File: src/rtl/power_load_gen.sv
// Burst-mode switching-activity generator: drives LFSR operands into a multiplier array in
// RUN/QUIET bursts. Define POWER_LOAD_GEN_STATS_EN to enable the saturating BURST_COUNT counter.
module power_load_gen #(
   parameter logic [15:0] ON_CYCLES  = 16'd128,
   parameter logic [15:0] OFF_CYCLES = 16'd128,
   parameter logic [31:0] A_SEED     = 32'h0000_0001,
   parameter logic [31:0] B_SEED     = 32'hACE1_2468
) (
   input  logic        ICE_CLK,
   input  logic        RST,
   input  logic        EN,
   output logic [31:0] A,
   output logic [31:0] B,
   output logic        ACTIVE,
   output logic        BURST_DONE,
   output logic [15:0] BURST_COUNT
);

   typedef enum logic [1:0] {StIdle, StRun, StQuiet} state_e;

   state_e      state_q;
   logic [15:0] cnt_q;
   logic [31:0] lfsr_a_q, lfsr_b_q;
   logic [31:0] lfsr_a_d, lfsr_b_d;
   logic [31:0] a_q, b_q;
   logic        active_q;
   logic        done_q;
   logic        burst_end;

   function automatic logic [31:0] lfsr_next(input logic [31:0] x);
      return {x[30:0], x[31] ^ x[21] ^ x[1] ^ x[0]};
   endfunction

   assign lfsr_a_d  = lfsr_next(lfsr_a_q);
   assign lfsr_b_d  = lfsr_next(lfsr_b_q);
   assign burst_end = (state_q == StRun) && EN && (cnt_q == ON_CYCLES - 16'd1);

   // The LFSRs advance only on the edges that present a value, so each operand pair is unique.
   always_ff @(posedge ICE_CLK or posedge RST) begin
      if (RST) begin
         state_q  <= StIdle;
         cnt_q    <= 16'd0;
         lfsr_a_q <= A_SEED;
         lfsr_b_q <= B_SEED;
         a_q      <= 32'd0;
         b_q      <= 32'd0;
         active_q <= 1'b0;
         done_q   <= 1'b0;
      end else begin
         unique case (state_q)
            StIdle: begin
               done_q <= 1'b0;
               if (EN) begin
                  state_q  <= StRun;
                  cnt_q    <= 16'd0;
                  a_q      <= lfsr_a_q;
                  b_q      <= lfsr_b_q;
                  lfsr_a_q <= lfsr_a_d;
                  lfsr_b_q <= lfsr_b_d;
                  active_q <= 1'b1;
               end
            end
            StRun: begin
               if (!EN) begin
                  state_q  <= StIdle;
                  cnt_q    <= 16'd0;
                  a_q      <= 32'd0;
                  b_q      <= 32'd0;
                  active_q <= 1'b0;
                  done_q   <= 1'b0;
               end else if (cnt_q == ON_CYCLES - 16'd1) begin
                  state_q  <= StQuiet;
                  cnt_q    <= 16'd0;
                  a_q      <= 32'd0;
                  b_q      <= 32'd0;
                  active_q <= 1'b0;
                  done_q   <= 1'b1;
               end else begin
                  cnt_q    <= cnt_q + 16'd1;
                  a_q      <= lfsr_a_q;
                  b_q      <= lfsr_b_q;
                  lfsr_a_q <= lfsr_a_d;
                  lfsr_b_q <= lfsr_b_d;
               end
            end
            StQuiet: begin
               done_q <= 1'b0;
               if (cnt_q == OFF_CYCLES - 16'd1) begin
                  cnt_q <= 16'd0;
                  if (EN) begin
                     state_q  <= StRun;
                     a_q      <= lfsr_a_q;
                     b_q      <= lfsr_b_q;
                     lfsr_a_q <= lfsr_a_d;
                     lfsr_b_q <= lfsr_b_d;
                     active_q <= 1'b1;
                  end else begin
                     state_q <= StIdle;
                  end
               end else begin
                  cnt_q <= cnt_q + 16'd1;
               end
            end
            default: begin
               state_q  <= StIdle;
               cnt_q    <= 16'd0;
               a_q      <= 32'd0;
               b_q      <= 32'd0;
               active_q <= 1'b0;
               done_q   <= 1'b0;
            end
         endcase
      end
   end

`ifdef POWER_LOAD_GEN_STATS_EN
   logic [15:0] burst_count_q;

   always_ff @(posedge ICE_CLK or posedge RST) begin
      if (RST) begin
         burst_count_q <= 16'd0;
      end else if (burst_end && (burst_count_q != 16'hFFFF)) begin
         burst_count_q <= burst_count_q + 16'd1;
      end
   end

   assign BURST_COUNT = burst_count_q;
`else
   logic unused_burst_end;
   assign unused_burst_end = burst_end;
   assign BURST_COUNT      = 16'h0000;
`endif

   assign A          = a_q;
   assign B          = b_q;
   assign ACTIVE     = active_q;
   assign BURST_DONE = done_q;

endmodule

File: config.mk
export PLATFORM = sky130hd
export DESIGN_NAME = power_load_gen
export DESIGN_NICKNAME = d
export VERILOG_FILES = /design/src/rtl/power_load_gen.sv
export SDC_FILE = /design/constraint.sdc
export NUM_CORES = 1
export LEC_CHECK = 0
export CORE_UTILIZATION = 50
export CTS_CLUSTER_SIZE = 14
export DETAILED_ROUTE_END_ITERATION = 12
export PLACE_DENSITY = 0.75
export REMOVE_ABC_BUFFERS = 1
export SYNTH_ARGS = -nofsm -noshare
export SYNTH_HDL_FRONTEND = slang
export SYNTH_SLANG_ARGS = --single-unit
File: constraint.sdc
create_clock -name ICE_CLK -period 6.7 [get_ports ICE_CLK]
set_input_delay 1.005 -clock ICE_CLK [delete_from_list [all_inputs] [get_ports ICE_CLK]]
set_output_delay 1.005 -clock ICE_CLK [all_outputs]
set_load 0.03 [all_outputs]
### After elaboration in Yosys (flattened, before gate mapping)

Index checks and enable logic that the tools add are counted.

* reduce and logical (&&, ||, !) cells: 5
* muxes and demuxes: 38
* bitwise gates (word level): 6
* $add $sub $neg: 1
* equal/unequal tests: 8

Operator list (number)
* $mux W32: 16
* $pmux W32 S3: 4
* $mux W16: 3
* $pmux W16 S3: 1
* $add A16 B1 Y16 const B: 1
* $eq A16 B7 Y1 const B: 1
* $mux W1: 8
* $mux W2: 4
* $ne A2 B2 Y1 const B: 4
* $pmux W2 S3: 1
* $xor A1 B1 Y1: 6
* $reduce_and A4 Y1: 1
* $ne A3 B2 Y1 const B: 1
* $pmux W1 S3: 1
* $reduce_and A3 Y1: 1
* $reduce_bool A3 Y1: 1
* $eq A2 B1 Y1 const B: 1
* $eq A2 B2 Y1 const B: 1
* $logic_not A2 Y1: 1
* $reduce_and A2 Y1: 1

* bits in registers: 148
* input port bits: 3
* word-level logic and storage cells: 66
* output and inout bits: 82

### Longest topological paths before layout

* depth after elaboration: 6
* mapped depth: 8
* mapped depth without buffers: 6

### Worst setup path after synthesis

No wires, ideal clock.

* kind: flip-flop to flip-flop
* from: reg cnt_q[8]
* to: reg lfsr_a_q[3]
* setup time: 125 ps
* slack: 4175 ps
* arrival: 2401 ps
* cell stages (with the launch flop): 7
* path buffers: 2
* clock period less this slack: 2525 ps
* cells stage by stage: dfrtp_1 -> buf_2 -> or4_4 -> o41a_1 -> a211oi_4 -> buf_6 -> mux2_2

* cells in the longest elaborated chain, start to end: 3
* elaborated cells between the ends (all ways): 4
* classes of those cells: eq/ne: 3; reduce/logical: 1

RTL lines
* from (decl): line 22 `logic [15:0] cnt_q;`
* from (signal assigned): line 79 `cnt_q <= cnt_q + 16'd1;`
* from (signal assigned): line 101 `cnt_q <= cnt_q + 16'd1;`
* $eq A16 B7 Y1 *: line 71, 88
* $ne A2 B2 Y1 (no line)
* $reduce_and A4 Y1 (no line) *
* to (signal assigned): line 58 `lfsr_a_q <= lfsr_a_d;`
* to (signal assigned): line 82 `lfsr_a_q <= lfsr_a_d;`
* to (signal assigned): line 94 `lfsr_a_q <= lfsr_a_d;`
* to (decl): line 23 `logic [31:0] lfsr_a_q, lfsr_b_q;`

Every way passes the cells marked *; elsewhere a longest branch is shown, timed or not.
A chain may end at the register's enable or synchronous reset.

### Final worst setup path

* from: reg cnt_q[0]
* to: reg a_q[28] (netlist: A[28])

* cells in the longest elaborated chain, start to end: 4
* elaborated cells between the ends (all ways): 5
* classes of those cells: eq/ne: 2; mux: 3

RTL lines
* $eq A16 B7 Y1 *: line 71, 88
* $mux W32: line 71 `end else if (cnt_q == ON_CYCLES - 16'd1) begin`
* $mux W32: line 64 `if (!EN) begin`
* $pmux W32 S3: line 50 `unique case (state_q)`
* to (signal assigned): line 56 `a_q <= lfsr_a_q;`
* to (signal assigned): line 80 `a_q <= lfsr_a_q;`
* to (signal assigned): line 92 `a_q <= lfsr_a_q;`
* to (decl): line 25 `logic [31:0] a_q, b_q;`

Marked as above.

==> results.txt <==
clk slew on worst S/H paths - 70 ps
Fin Hold WS - 487 ps
Final setup viols - 0
Die Area - 13,300 um^2
status - finished, final reports clean
worst hold path type - flip-flop to flip-flop
Synth Warn # - 0
Max-Cap Viols - 0
first-pass GRT wire length - 21,700 um
core area - 12,600 um^2
skew final - 16.9 ps
clk_lat worst skew - 430 ps
critical path peak fanout - 65
row cnt - 41
Synth top area share - 52.3%
clock buffer count from CTS - 17
Clock Tree Buf Depth - 2
R2R setup slack - 3230 ps
Max-slew headroom - 15.6%
Crit Reg-Reg Startpoint - cnt_q[0]
die width - 115 um
critical path launch point type - flip-flop
Post-Synthesis Cells - 511
fillers - 944
critical path endpoint category - flip-flop
Worst Path Required - 6980 ps
slew at the pin with the worst max-slew slack - 1260 ps
WL final - 12,900 um
met1 wire length - 6020 um
Seq/Total Area, Yosys - 58.0%
Hold Fails Final Rpt - 0
fin nets - 575
Post-synth top cells - dfrtp_1, nand3_1, o2bb2ai_1
Reg2Reg Depth - 6
CP max stage delay - 880 ps
Synth Area per Inst - 12.6 um^2
delay-heaviest family, CP - simple AND/OR/NAND/NOR gates
EDFF count, synth - 0
Sink Count - 148
final period utilization - 51.8%
synth top area cells - dfrtp_1, mux2_1, o2bb2ai_1, dfstp_2, nand3_1
Crit path depth - 6
antenna cells - 0
Root Buffer - clkbuf_16
max-slew violations - 0
GRT Overall Usage - 21.2%
peak supply drop - 0.237 mV
slowest cell on the critical path - nand2_2
synth unique cells - 47
Detail Placement HPWL - 7470 um
Core Util, Final - 61.1%
area grow syn2layout - 19.7%
Pre-antenna DRT Iters - 4
Place WS - 2870 ps
leakage - 3.36 nW
Synth Cell Area - 6410 um^2
met2 WL - 6220 um
reg2reg end - A[28]
crit path cell chain - ha_1 -> or4bb_1 -> o41ai_2 -> buf_4 -> nand2_2 -> o2bb2ai_1
RSZ-0062 raised after global routing - no
Hold Path Depth - 1
num ports - 85
Starting Density - 51.0%
Crit. Startpoint - cnt_q[0]
CP Buf/Inv Count - 1
top-count cell post-synth - dfrtp_1
drt wl/cell - 17.2 um
antenna violations before repair - 0
H-tree depth - 4
Residual DRC - 0
PortBufs - 68
number of global-route vias before repair - 4,306
CTS tree - done
Post-synth top flop - dfrtp_1
Pwr Density - 279 nW/um^2
cells resized by post-CTS repair - 0
Max Freq - 288 MHz
CP Class - flip-flop to flip-flop
Async SR Flop Fraction - 100%
pin count of the biggest net entering global routing - 81
global placement routability congestion - 0.820
Fin Setup TNS - 0 ps
Hold Buf Count CTS - 0
synthesized flop and latch total - 148
Tmin final - 3470 ps
area leader, netlist - dfrtp_1
Vias - 4,257
Final ANT Viol Nets - 0
number of DRC markers in iteration 0 - 211
Worst EP arrival - 3750 ps
met3 wire length - 500 um
total congestion overflow - 0
share of layout cells above drive strength 1 - 11.9%
Vias/cell - 5.67
Critical Path Sink - A[28]
Die H - 115 um
worst setup margin - 3230 ps
top routing layer used - met4
total setup buffers inserted after CTS - 0
[final cells by class]
| cell class | instances | area [um^2] | area share [%] |
|---|---|---|---|
| Clock buffer | 18 | 439 | 5.72 |
| Tap cell | 172 | 215 | 2.80 |
| Sequential cell | 148 | 3720 | 48.5 |
| Multi-Input combinational cell | 318 | 2410 | 31.4 |
| Timing Repair Buffer | 74 | 726 | 9.46 |
| Clock inverter | 14 | 130 | 1.70 |
| Inverter | 7 | 31.3 | 0.408 |
[stage by stage]
stage                     area, um^2  total power [mW]  instances
after global routing            7670              2.23        751
after CTS                       7670              2.16        751
after detailed placement        7110              1.24        719
after global placement          7110              1.23        719
after floorplan                 6140              1.14        473
final                           7670              2.14        751
[cells in the final DEF, fill, tap and decap left out, types with 2 or more instances in the layout]
cell type / count
nor2b_1: 3
nand4_1: 5
or3_1: 4
or2_2: 2
nand3_1: 70
inv_1: 6
nand2_1: 11
mux2_1: 55
o21ai_0: 9
clkdlybuf4s50_1: 68
buf_4: 6
dfrtp_1: 134
nor3_1: 3
clkbuf_16: 17
xnor2_1: 8
o2bb2ai_1: 64
clkinvlp_4: 2
clkinv_4: 3
nor2_1: 14
conb_1: 16
a21oi_1: 5
inv_6: 6
mux2_2: 7
a2111oi_0: 2
nor4_1: 4
o22ai_1: 2
xor2_1: 5
dfstp_2: 14
inv_8: 4
or4_1: 2
ha_1: 6
[registers in the layout, summed over array words and instances, names as in the netlist]
signal      flops
lfsr_a_q       32
lfsr_b_q       32
A              32
B              32
BURST_DONE      1
ACTIVE          1
cnt_q          16
state_q         2
[power by group]
part | internal (mW) | switching [mW] | leakage, nW
logic | 0.0713 | 0.247 | 1.07
registers | 0.901 | 0.00868 | 2.01
clock network | 0.501 | 0.411 | 0.276
total | 1.47 | 0.666 | 3.36
[cells by family after synthesis]
kind of cell | count (synthesis) | share of synthesized area, %
AO/OA/AOI/OAI | 94 | 12.0
XOR/XNOR | 13 | 1.78
adder cells (fa/ha/maj) | 6 | 1.17
buffers and inverters | 60 | 5.58
flip-flops | 148 | 58.0
multiplexers | 63 | 11.0
other | 1 | 0.0585
AND/OR/NAND/NOR | 126 | 10.3
[worst register-to-register path: stages, from the launching register on]
cell	delay, ps
dfrtp_1	390
ha_1	260
or4bb_1	530
o41ai_2	240
buf_4	600
nand2_2	890
o2bb2ai_1	420
[worst min path at each step]
stage	start	end	slack [ps]
6_report	A[9]	A[9]	490
5_1_grt	B[19]	B[19]	500
4_1_cts	A[9]	A[9]	490
3_5_place_dp	B[13]	B[13]	470
3_3_place_gp	B[12]	B[12]	470
2_1_floorplan	lfsr_b_q[0]	lfsr_b_q[0]	460
[metal layers]
layer	GRT usage, %	vias up
met3	5.01	14
met2	32.5	100
li1	-	1948
met4	8.48	0
met5	0	-
met1	29.3	2195
No activity file was read; power rests on OpenSTA's default activity.
